$ cat config.mk
export PLATFORM = sky130hd
export DESIGN_NAME = chdr_16s_to_8s
export DESIGN_NICKNAME = d
export VERILOG_FILES = /design/src/rtl/chdr_pkg.sv /design/src/rtl/chdr_s16_to_s8_lane.sv /design/src/rtl/chdr_16s_to_8s.sv
export SDC_FILE = /design/constraint.sdc
export NUM_CORES = 1
export LEC_CHECK = 0
export BUFFER_PORTS_ARGS = -buffer_cell sky130_fd_sc_hd__buf_2
export CAP_MARGIN = 5
export CORE_MARGIN = 4
export CORE_UTILIZATION = 50
export DETAILED_ROUTE_END_ITERATION = 16
export PLACE_DENSITY = 0.87
export RECOVER_POWER = 25
export SLEW_MARGIN = 5
export SYNTH_ARGS = -nofsm -noshare
export SYNTH_HDL_FRONTEND = slang
export SYNTH_SLANG_ARGS = --single-unit
$ cat constraint.sdc
create_clock -name clk -period 9.1 [get_ports clk]
set_clock_uncertainty 0.15 [all_clocks]
set_input_delay 1.82 -clock clk [delete_from_list [all_inputs] [get_ports clk]]
set_output_delay 1.82 -clock clk [all_outputs]
set_load 0.02 [all_outputs]
$ cat src/rtl/chdr_pkg.sv
// ============================================================================
// Module      : chdr_pkg
// Description : Shared state encodings and CHDR header constants for the
//               sc16 -> sc8 narrowing converter.
// Revision    : 1.0 - initial release
// ============================================================================
`default_nettype none

package chdr_pkg;

  // Converter state; the encodings are visible on the debug port.
  typedef enum logic [1:0] {
    ST_HEADER = 2'd0,
    ST_TIME   = 2'd1,
    ST_FIRST  = 2'd2,
    ST_SECOND = 2'd3
  } chdr_state_t;

  // Header word bit that flags a timestamp beat following the header.
  localparam int CHDR_HAS_TIME_BIT = 61;

  // Header size in bytes without and with the timestamp beat.
  localparam logic [15:0] CHDR_HDR_BYTES_NO_TIME = 16'd8;
  localparam logic [15:0] CHDR_HDR_BYTES_TIME    = 16'd16;

endpackage

`default_nettype wire

$ cat src/rtl/chdr_s16_to_s8_lane.sv
// ============================================================================
// Module      : chdr_s16_to_s8_lane
// Description : Combinational narrower, one signed 16-bit component to 8 bits.
//               Default build truncates (keeps bits [15:8]).
//               With CHDR_16S_TO_8S_ROUND_EN defined the component is rounded
//               half-up (+0x0080) and clamped to 0x7F on positive overflow
//               before the high byte is taken.
// Ports       : in_sample  [15:0] signed 16-bit component
//               out_sample [7:0]  narrowed 8-bit component
// Revision    : 1.0 - initial release
// ============================================================================
`default_nettype none

module chdr_s16_to_s8_lane (
  input  logic [15:0] in_sample,
  output logic [7:0]  out_sample
);

`ifdef CHDR_16S_TO_8S_ROUND_EN
  logic [15:0] w_sum;

  assign w_sum = in_sample + 16'h0080;
  // Only a non-negative input can wrap to negative when 0x80 is added.
  assign out_sample = (!in_sample[15] && w_sum[15]) ? 8'h7F : w_sum[15:8];
`else
  logic w_unused_low;

  assign w_unused_low = ^in_sample[7:0];
  assign out_sample   = in_sample[15:8];
`endif

endmodule

`default_nettype wire

$ cat src/rtl/chdr_16s_to_8s.sv
// ============================================================================
// Module      : chdr_16s_to_8s
// Description : CHDR sc16 -> sc8 narrowing converter. Header length field is
//               rewritten for the halved payload, the timestamp beat passes
//               unchanged, and each pair of input payload beats is packed
//               into one output beat. The SID destination can be replaced
//               through a settings-bus register at address BASE.
//               Optional build macro: CHDR_16S_TO_8S_ROUND_EN (round-half-up
//               with positive saturation instead of truncation).
// Ports       : clk, rst             clock, asynchronous active-high reset
//               i_tdata/tlast/tvalid/tready   CHDR input stream
//               o_tdata/tlast/tvalid/tready   CHDR output stream
//               set_stb/set_addr/set_data     settings bus
//               debug [31:0]         {state[1:0], hold_valid, 29'b0}
// Revision    : 1.0 - initial release
// ============================================================================
`default_nettype none

module chdr_16s_to_8s #(
  parameter int BASE = 0
) (
  input  logic        clk,
  input  logic        rst,
  input  logic [63:0] i_tdata,
  input  logic        i_tlast,
  input  logic        i_tvalid,
  output logic        i_tready,
  output logic [63:0] o_tdata,
  output logic        o_tlast,
  output logic        o_tvalid,
  input  logic        o_tready,
  input  logic        set_stb,
  input  logic [7:0]  set_addr,
  input  logic [31:0] set_data,
  output logic [31:0] debug
);

  import chdr_pkg::*;

  localparam logic [7:0] c_base_addr = BASE[7:0];

  chdr_state_t r_state;
  chdr_state_t w_next;
  logic [31:0] r_hold;
  logic        r_set_sid;
  logic [15:0] r_new_sid_dst;
  logic [31:0] w_narrow;
  logic [15:0] w_hdr_bytes;
  logic [15:0] w_size;
  logic        w_hold_load;
  logic        w_unused_set;

  assign w_unused_set = ^set_data[31:17];

  // Settings register
  always_ff @(posedge clk or posedge rst) begin
    if (rst) begin
      r_set_sid     <= 1'b0;
      r_new_sid_dst <= 16'h0000;
    end else if (set_stb && (set_addr == c_base_addr)) begin
      r_set_sid     <= set_data[16];
      r_new_sid_dst <= set_data[15:0];
    end
  end

  // Four lane narrowers, MSB lane lands in the MSB output byte.
  genvar g_i;
  generate
    for (g_i = 0; g_i < 4; g_i++) begin : g_lane
      chdr_s16_to_s8_lane u_lane (
        .in_sample  (i_tdata[16*g_i +: 16]),
        .out_sample (w_narrow[8*g_i +: 8])
      );
    end
  endgenerate

  // Payload byte count is halved; header bytes are kept as-is.
  assign w_hdr_bytes = i_tdata[CHDR_HAS_TIME_BIT] ? CHDR_HDR_BYTES_TIME
                                                  : CHDR_HDR_BYTES_NO_TIME;
  assign w_size      = ((i_tdata[47:32] - w_hdr_bytes) >> 1) + w_hdr_bytes;

  // FIRST always accepts a non-last beat, so it loads on i_tvalid alone.
  assign w_hold_load = (r_state == ST_FIRST) && !i_tlast && i_tvalid;

  always_ff @(posedge clk or posedge rst) begin
    if (rst) begin
      r_state <= ST_HEADER;
      r_hold  <= 32'h0;
    end else begin
      r_state <= w_next;
      if (w_hold_load) begin
        r_hold <= w_narrow;
      end
    end
  end

  always_comb begin
    w_next   = r_state;
    o_tdata  = i_tdata;
    o_tlast  = i_tlast;
    o_tvalid = i_tvalid;
    i_tready = o_tready;
    case (r_state)
      ST_HEADER: begin
        o_tdata = {i_tdata[63:48], w_size,
                   r_set_sid ? {i_tdata[15:0], r_new_sid_dst} : i_tdata[31:0]};
        if (i_tvalid && o_tready && !i_tlast) begin
          w_next = i_tdata[CHDR_HAS_TIME_BIT] ? ST_TIME : ST_FIRST;
        end
      end
      ST_TIME: begin
        if (i_tvalid && o_tready) begin
          w_next = i_tlast ? ST_HEADER : ST_FIRST;
        end
      end
      ST_FIRST: begin
        if (i_tlast) begin
          // Odd payload: emit the lone beat zero-padded in the low half.
          o_tdata = {w_narrow, 32'h0};
          o_tlast = 1'b1;
          if (i_tvalid && o_tready) begin
            w_next = ST_HEADER;
          end
        end else begin
          i_tready = 1'b1;
          o_tvalid = 1'b0;
          if (i_tvalid) begin
            w_next = ST_SECOND;
          end
        end
      end
      ST_SECOND: begin
        o_tdata = {r_hold, w_narrow};
        if (i_tvalid && o_tready) begin
          w_next = i_tlast ? ST_HEADER : ST_FIRST;
        end
      end
      default: begin
        w_next = ST_HEADER;
      end
    endcase
  end

  assign debug = {r_state, (r_state == ST_SECOND), 29'b0};

endmodule

`default_nettype wire

# [Word level (Yosys, flattened, before mapping)]
# Index checks and enable logic that the tools add are counted.
[word_totals] wordCells=41 regBits=51
[op_classes] reduce_logical=10 addsub=2 mux=18 n_eq_ne=7
[ops] cell="case mux 64 bit (3 select lines)" n=1
[ops] cell="2-to-1 mux 56 bit" n=1
[ops] cell="2-to-1 mux 32 bit" n=1
[ops] cell="adder 15 x 5 -> 16 bit" n=1
[ops] cell="subtractor 16 x 5 -> 16 bit" n=1
[ops] cell="2-to-1 mux 2 bit" n=7
[ops] cell="zero test 8 bit" n=1
[ops] cell="2-to-1 mux 1 bit" n=6
[ops] cell="case mux 2 bit (3 select lines)" n=1
[ops] cell="logical AND 1 bit" n=5
[ops] cell="2-to-1 mux 5 bit" n=1
[ops] cell="equality test 2 bit, second input constant" n=2
[ops] cell="AND reduction 4 bit" n=1
[ops] cell="inequality test 3 x 2 -> 1 bit, second input constant" n=1
[ops] cell="inequality test 3 bit, second input constant" n=1
[ops] cell="equality test 2 x 1 -> 1 bit, second input constant" n=1
[ops] cell="zero test 2 bit" n=1
[ops] cell="inequality test 2 x 1 -> 1 bit, second input constant" n=1
[ops] cell="inequality test 2 bit, second input constant" n=1
[ops] cell="OR reduction 2 bit" n=1
[ops] cell="zero test 1 bit" n=1

# [Depth between registers and ports, before layout]
# Gate-level depths: netlist of the first run.
[depth] depth_word=4 ltp_mapped=11

# [Cells and area by module]
# From an unflattened synthesis of the first run, not the netlist that was laid out.
[unflattened] hier_cells=468 area_unflattened_um2=4546.9
[by_module_without_submodules] module="chdr_16s_to_8s" cells_each=436 instances=1 area_per_inst_um2=4306.6 seq_area_each_um2=1276.2
[by_module_without_submodules] module="chdr_s16_to_s8_lane" cells_each=8 instances=4 area_per_inst_um2=60.1 seq_area_each_um2=0.0

# [Worst setup path after synthesis of the first run]
# OpenSTA, ideal clock, no wires.
[synth_timing] kind="in2out" start="in i_tdata[61]" end="out o_tdata[46]" required_time_ns=7.130 t_arrival_ns=4.292 path_slack_ns=2.838 path_buffers=0 path_stages=10 cell_sequence="inv_1 -> ha_1 -> fa_1 -> nor3b_2 -> or4b_4 -> xor2_1 -> nor2_2 -> nand4b_1 -> xor2_1 -> mux4_2"
[synth_via] elab_chain_cells=4
[synth_rtl] element="start, declared" line_no="chdr_16s_to_8s.sv:24" source="input logic [63:0] i_tdata,"
[synth_rtl] element="2-to-1 mux 5 bit (*)" line_no="chdr_16s_to_8s.sv:78" source="assign w_hdr_bytes = i_tdata[CHDR_HAS_TIME_BIT] ? CHDR_HDR_BYTES_TIME"
[synth_rtl] element="subtractor 16 x 5 -> 16 bit" line_no="chdr_16s_to_8s.sv:80" source="assign w_size = ((i_tdata[47:32] - w_hdr_bytes) >> 1) + w_hdr_bytes;"
[synth_rtl] element="adder 15 x 5 -> 16 bit (*)" line_no="chdr_16s_to_8s.sv:80"
[synth_rtl] element="case mux 64 bit (3 select lines) (*)" line_no="chdr_16s_to_8s.sv:103" source="case (r_state)"
[synth_rtl] element="end, declared" line_no="chdr_16s_to_8s.sv:28" source="output logic [63:0] o_tdata,"
# Every way passes the cells marked *; elsewhere a longest branch is shown, timed or not.

# [Final worst setup path of the first run]
[layout_timing] start="in i_tdata[61]" end="out o_tdata[41]"
# The elaborated chain is that of the path after synthesis.

==> results of run 1 <==
registers in the layout, indices dropped and copies added, names as in the netlist:
register       cells
r_new_sid_dst     16
r_set_sid          1
r_state            2
r_hold            32
cell usage in the layout, fill, tap and decap left out, types with 2 or more instances in the layout:
cell type,n
a21oi_1,8
o211ai_1,2
nor2_1,11
clkbuf_8,6
mux2_2,61
mux2i_1,3
conb_1,29
xor2_1,8
nor4_1,4
clkbuf_1,2
nand2b_1,3
buf_4,4
buf_2,163
fa_1,2
nand3b_1,3
nor2_2,3
mux4_2,13
xnor2_1,10
a222oi_1,32
dfrtp_1,51
nand3_1,3
nand4b_1,2
inv_1,45
a22o_1,14
nor3_1,2
nor3b_2,2
nor2b_1,4
nand2_1,35
or4_4,2
ha_1,4
o21ai_0,6
final cells by class:
cell class                 instances  area, um2  share of cell area [%]
clock buffer                       7      86.33                   1.738
clock inverter                     1      8.758                  0.1763
inverter                          46      172.7                   3.476
multi-input combinational        287       2446                   49.24
sequential                        51       1276                   25.69
tap                              102      127.6                   2.569
timing repair buffer             168      849.6                   17.10
critical path: cells and delay by family:
kind | cells | cell delay [ns]
mux | 1 | 0.48
fa+ha+maj | 3 | 1.15
simple gates | 2 | 0.40
buf+inv | 4 | 0.64
xor+xnor | 2 | 0.42
how the worst min path moves through the flow:
| stage | cells past startpoint | startpoint | to |
|---|---|---|---|
| CTS | 1 | r_hold[10] | r_hold[10] |
| finish | 1 | r_hold[29] | r_hold[29] |
| detailed placement | 1 | r_hold[14] | r_hold[14] |
| global route | 1 | r_hold[8] | r_hold[8] |
| floorplan | 1 | r_set_sid | r_set_sid |
| global placement | 1 | r_hold[7] | r_hold[7] |
power breakdown:
part / total (mW) / internal (mW) / switching [mW]
sequential: 0.338 / 0.296 / 0.0415
combinational: 0.506 / 0.213 / 0.293
clock: 0.144 / 0.0627 / 0.0815
total: 0.988 / 0.572 / 0.416
cells by family (layout without fill, tap and decap cells):
kind of cell | after synthesis | in the layout | synth area share (%)
buffers and inverters | 109 | 222 | 13.08
AND/OR/NAND/NOR | 82 | 82 | 10.46
multiplexers | 77 | 77 | 24.33
AO/OA/AOI/OAI | 75 | 75 | 15.32
flip-flops | 51 | 51 | 30.75
XOR/XNOR | 18 | 18 | 3.799
adder cells (fa/ha/maj) | 6 | 6 | 2.171
other | 1 | 29 | 0.09036
per-layer routing:
metal	global-route usage (%)	routed length (um)
met1	34.10	4843
met2	44.37	6437
met3	4.067	1352
met4	13.03	614
met5	0	0
==> impl_metrics.ini, run 1 <==
[timing]
tightest_slew_ns = 2.038
fmax_mhz = 145.2
relSlewSlack_pct = -36.01
hold_ws_ns = 0.3652
fin_crit_ns = 6.889
worst_slack_ns = 2.211
tns_ns = 0
hold_viol_final = 0
min_period_over_period_pct = 75.70
rsz0062_at_grt = no
finalSetupViolations = 0
slew_viol_final = 52

[yosys]
netlist_instances = 419
synthTopCellsByCount = mux2_2 (61), dfrtp_1 (51), inv_1 (45)
yosys_warnings = 0
yosys-top-cells-area = dfrtp_1 (31%), mux2_2 (17%), a222oi_1 (7.7%)
syn_avg_cell_area_um2 = 9.905
yosys.cell_types.count = 54
yosysMostFrequentCell = mux2_2
yosys.area.top_type = dfrtp_1
synth-main-ff-cell = dfrtp_1
yosysTopAreaCellShare_pct = 30.75
async_reset_ff_share_pct = 100.0
ys_seq_area_share_pct = 30.75
synth.ff_latch_count = 51
synth-edff-count = 0
syn_area_um2 = 4150

[global_route]
grt_usage_pct = 26.73
grt_pass1_wl_um = 20900
grt.overflow.total = 0
grt_max_degree = 52
antenna_found_initial = 0
grt_pass1_vias = 4097

[cts]
cts_sinks = 51
insertion_delay_ns = 0.31
cts_hold_buf = 0
clk_pin_slew_ns = 0.09
cts-root-buf = clkbuf_8
cts_setup_buffers = 0
numCtsBuffers = 5
cts_tree = done
cts_buffer_depth = 2
cts_resized = 0
cts_max_level = 2

[drt]
antenna_left = 0
viasPerCell = 5.994
wire_per_inst_um = 20.01
drt_iter0_drc = 416
dr.pass1.iters = 9
num_vias = 3968
wl_um = 13250
drc = 0

[pwr]
p_leak_nw = 2.520
power_mw = 0.9883
peakVddDrop_uv = 135.0
powerDensity_nw_per_um2 = 199.0

[cells_and_area]
antenna_cells = 0
fin_cells = 662
fillers = 661
final_util_pct = 62.98
area_delta_synth_final_pct = 19.69
design_area_um2 = 4967
layout-drive-gt1-share_pct = 46.79
fin_nets = 675

[die]
die_h_um = 99.11
core-area_um2 = 7888
initial_core_util_pct = 52.62
io-pin-count = 209
rows = 32
fp.dieW_um = 99.11
dieArea_um2 = 9822

[run_status]
violations = capacitance limit, slew limit
status = complete, but fails checks

[placed_design]
place_inst = 654
dp_hpwl_um = 9896
gp_congestion = 0.9045
placed_area_um2 = 4873
portBuffers = 164
post-place-ws_ns = 2.267

[setup_path]
ff2ff_path_depth = 5
endpoint_kind = primary output
startpoint = i_tdata[61]
r2r_start = r_state[0]
r2r-end = r_hold[3]
critPathKind = primary input to primary output
path_cells = buf_2 -> inv_1 -> ha_1 -> fa_1 -> xor2_1 -> inv_1 -> fa_1 -> nor2_1 -> nand2_1 -> xor2_1 -> mux4_2 -> buf_2
rrSetupSlack_ns = 6.37
crit_end = o_tdata[41]
cp-start-kind = primary input
crit_fanout = 7
worstPathRequired_ns = 7.13
slowest_delay_ns = 0.48
cp_data_arrival_time_ns = 4.92
slowest_stage = mux4_2

[worst_hold_path]
hold_path.class = register to register

[flow_run]
maxCapViolCount = 1
(Power assumes the default switching activity.)
==> run 2: changes to the inputs <==
- CORE_UTILIZATION: 50 -> 42
- PLACE_DENSITY: 0.87 -> 0.77
- clock period: 9.1 -> 6.33 ns (I/O delays scaled with it)
==> impl_metrics.ini, run 2 (synthesis results as in run 1) <==
[run_status]
status = complete, but fails checks
violations = capacitance limit, slew limit

[drt]
drt_iter0_drc = 302
num_vias = 3930
antenna_left = 0
wire_per_inst_um = 19.48
viasPerCell = 5.655
drc = 0
dr.pass1.iters = 8
wl_um = 13540

[timing]
finalSetupViolations = 0
relSlewSlack_pct = -96.77
fmax_mhz = 174.2
worst_slack_ns = 0.5892
hold_ws_ns = 0.3640
slew_viol_final = 52
fin_crit_ns = 5.741
min_period_over_period_pct = 90.69
tns_ns = 0
tightest_slew_ns = 2.952
hold_viol_final = 0
rsz0062_at_grt = no

[setup_path]
crit_family = adder cells
ff2ff_path_depth = 5
slowest_delay_ns = 0.49
path_cells = buf_2 -> inv_1 -> ha_1 -> fa_1 -> xor2_1 -> inv_1 -> fa_1 -> nor2_1 -> nand2_1 -> xor2_1 -> mux4_2 -> buf_2
cp-start-kind = primary input
crit_fanout = 7
crit_cells = 12
slowest_stage = mux4_2
critPathKind = primary input to primary output
worstPathRequired_ns = 4.91
cp_num_buf_inv = 4
cp_data_arrival_time_ns = 4.32
endpoint_kind = primary output

[placed_design]
post-place-ws_ns = 0.5905
gp_congestion = 0.8560
dp_hpwl_um = 10350
portBuffers = 164
placed_area_um2 = 4935

[global_route]
grt_pass1_vias = 3897
grt_usage_pct = 22.99
grt_pass1_wl_um = 20670
grt.overflow.total = 0
grt_max_degree = 52
antenna_found_initial = 0

[cts]
cts_sinks = 51
numCtsBuffers = 5
cts_setup_buffers = 0
cts_buffer_depth = 2
cts-root-buf = clkbuf_8
cts_resized = 0
cts_hold_buf = 0
clk_pin_slew_ns = 0.09
insertion_delay_ns = 0.30
cts_tree = done
cts_max_level = 2

[die]
dieArea_um2 = 11540
fp.dieW_um = 107.4
initial_core_util_pct = 42.86
die_h_um = 107.4
rows = 36
io-pin-count = 209
core-area_um2 = 9684

[pwr]
powerDensity_nw_per_um2 = 281.0
peakVddDrop_uv = 169.7
p_leak_nw = 2.528
power_mw = 1.410

[cells_and_area]
mostFrequentLayoutCell = buf_2
area_delta_synth_final_pct = 20.92
design_area_um2 = 5019
reg_top3 = r_hold (32), r_new_sid_dst (16), r_state (2)
largest_reg_flops = 32
antenna_cells = 0
top_register = r_hold
layout_common_cells = buf_2 (164), mux2_2 (61), dfrtp_1 (51), inv_1 (44), nand2_1 (35)
fin_nets = 678
layout-drive-gt1-share_pct = 47.15

[worst_hold_path]
hold_path_depth = 1
hold_path.class = register to register

[flow_run]
maxCapViolCount = 1
run 2: where the power goes:
group	switching, mW	internal (mW)	leakage [nW]	total [mW]
clock network	0.111	0.0862	0.0470	0.198
registers	0.0538	0.426	0.637	0.480
logic	0.423	0.309	1.84	0.733
total	0.588	0.822	2.53	1.41
run 2: worst paths after layout:
check / startpoint / slack, ns / end
worst max-delay path: i_tdata[61] / 0.59 / o_tdata[41]
worst min-delay path: r_hold[26] / 0.36 / r_hold[26]
worst max register to register: r_state[1] / 3.62 / r_hold[8]
worst min register to register: r_hold[26] / 0.36 / r_hold[26]
max in group asynchronous: rst / 2.46 / r_hold[21]
min in group asynchronous: rst / 1.91 / r_new_sid_dst[5]
run 2: final cells by class:
type / instances / area (um2)
fill: 936 / 4666
clock inverter: 1 / 5.005
timing repair buffer: 171 / 869.6
sequential: 51 / 1276
inverter: 46 / 172.7
clock buffer: 6 / 82.58
tap: 133 / 166.4
multi-input combinational: 287 / 2446
run 2: metal layers:
layer / part of all wire [%] / GRT usage, % / wire length (um)
met1: 40 / 30.81 / 5439
met2: 47 / 37.00 / 6343
met3: 11 / 5.399 / 1449
met4: 2.3 / 6.943 / 308
met5: 0 / 0 / 0
run 2: metrics by stage:
step / std cells / util, %
detailed placement: 688 / 50.96
floorplan: 447 / -
CTS: 695 / 51.86
global placement: 688 / 50.96
finish: 695 / 51.82
global route: 695 / 51.82
==> run 3: changes to the inputs <==
- PLACE_DENSITY: 0.77 -> not set
- PLACE_DENSITY_LB_ADDON: not set -> 0.2
==> impl_metrics.ini, run 3 (synthesis results as in run 1) <==
[setup_path]
ff2ff_path_depth = 5
cp_data_arrival_time_ns = 4.40
cp-start-kind = primary input
worstPathRequired_ns = 4.91
endpoint_kind = primary output
critPathKind = primary input to primary output
r2r_start = r_state[1]
crit_fanout = 7
r2r-end = r_hold[19]
rrSetupSlack_ns = 3.87

[worst_hold_path]
hold_path_end = r_hold[12]
hold_start = r_hold[12]
hold_path_depth = 1
hold_path.class = register to register

[placed_design]
gp_congestion = 0.8745
place_inst = 688
dp_hpwl_um = 9993
portBuffers = 164
placed_area_um2 = 4935

[timing]
tightest_slew_ns = 2.885
min_period_over_period_pct = 91.91
fin_crit_ns = 5.818
relSlewSlack_pct = -92.30
hold_viol_final = 0
fmax_mhz = 171.9
tns_ns = 0
rsz0062_at_grt = no
slew_viol_final = 52
finalSetupViolations = 0

[drt]
dr.pass1.iters = 6
viasPerCell = 5.578
antenna_left = 0
drc = 0
wire_per_inst_um = 19.21
num_vias = 3882
wl_um = 13370
drt_iter0_drc = 410

[die]
io-pin-count = 209
fp.dieW_um = 107.4
core-area_um2 = 9684
die_h_um = 107.4
dieArea_um2 = 11540
rows = 36
initial_core_util_pct = 42.86

[pwr]
powerDensity_nw_per_um2 = 280.9
p_leak_nw = 2.530
peakVddDrop_uv = 153.7
power_mw = 1.412

[global_route]
grt_max_degree = 52
grt_pass1_wl_um = 20590
antenna_found_initial = 0
grt_pass1_vias = 3712
grt.overflow.total = 0
grt_usage_pct = 22.95

[cts]
cts_setup_buffers = 0
cts_tree = done
cts_max_level = 2
clk_pin_slew_ns = 0.10
insertion_delay_ns = 0.32
cts_sinks = 51
numCtsBuffers = 5
cts-root-buf = clkbuf_8
cts_hold_buf = 0
cts_resized = 0
cts_buffer_depth = 2

[cells_and_area]
multiInputGateArea_um2 = 2446
fin_cells = 696
design_area_um2 = 5025
layout_common_cells = buf_2 (164), mux2_2 (61), dfrtp_1 (51), inv_1 (45), nand2_1 (35)
reg_top3 = r_hold (32), r_new_sid_dst (16), r_state (2)
largest_reg_flops = 32
layout-drive-gt1-share_pct = 47.25
top_register = r_hold
seq_area_um2 = 1276
fin_nets = 678
antenna_cells = 0
fillers = 946
mostFrequentLayoutCell = buf_2
area_delta_synth_final_pct = 21.07

[run_status]
violations = capacitance limit, slew limit
status = complete, but fails checks

[flow_run]
maxCapViolCount = 1
run 3: cell types whose count changed in the layout (fill, tap and decap cells not counted), sizes merged:
cell / before / now
clkinvlp: 0 / 1
inv: 44 / 45
clkbuf: 7 / 6
run 3: metal layers:
metal,global-route usage [%],vias up,wire length (um)
li1,-,1759,-
met1,32.17,1902,5543
met2,37.35,214,6367
met3,4.559,7,1357
met4,4.148,0,105
met5,0,-,0
run 3: stage by stage:
stage,hold WS [ns],util [%],worst slack (ns)
floorplan,0.3208,-,1.176
finish,0.3645,51.89,0.5121
global placement,0.3350,50.96,0.6066
global route,0.3797,51.89,0.3186
detailed placement,0.3410,50.96,0.5520
CTS,0.3649,51.93,0.5494
run 3: worst max-delay path by stage:
stage	start	to	slack, ns	cells past startpoint
5_1_grt	i_tdata[61]	o_tdata[46]	0.32	12
6_report	i_tdata[61]	o_tdata[41]	0.51	12
2_1_floorplan	i_tdata[61]	o_tdata[46]	1.18	10
3_3_place_gp	i_tdata[61]	o_tdata[46]	0.61	12
3_5_place_dp	i_tdata[61]	o_tdata[41]	0.55	12
4_1_cts	i_tdata[61]	o_tdata[41]	0.55	12
run 3: cell type report:
class	count	share of cell area [%]
clock inverter	3	0.4980
tap	133	3.312
multi-input combinational	287	48.68
sequential	51	25.40
inverter	46	3.436
clock buffer	5	1.370
timing repair buffer	171	17.31
run 3: worst max-delay path, cell delays in order:
cell	delay [ns]
buf_2	0.23
inv_1	0.17
ha_1	0.25
fa_1	0.45
xor2_1	0.22
inv_1	0.09
fa_1	0.46
nor2_1	0.31
nand2_1	0.12
xor2_1	0.15
mux4_2	0.49
buf_2	0.18
run 3: power breakdown:
part | total (mW) | switching, mW | internal, mW
Combinational | 0.732 | 0.423 | 0.308
Clock | 0.206 | 0.126 | 0.0795
Sequential | 0.474 | 0.0485 | 0.426
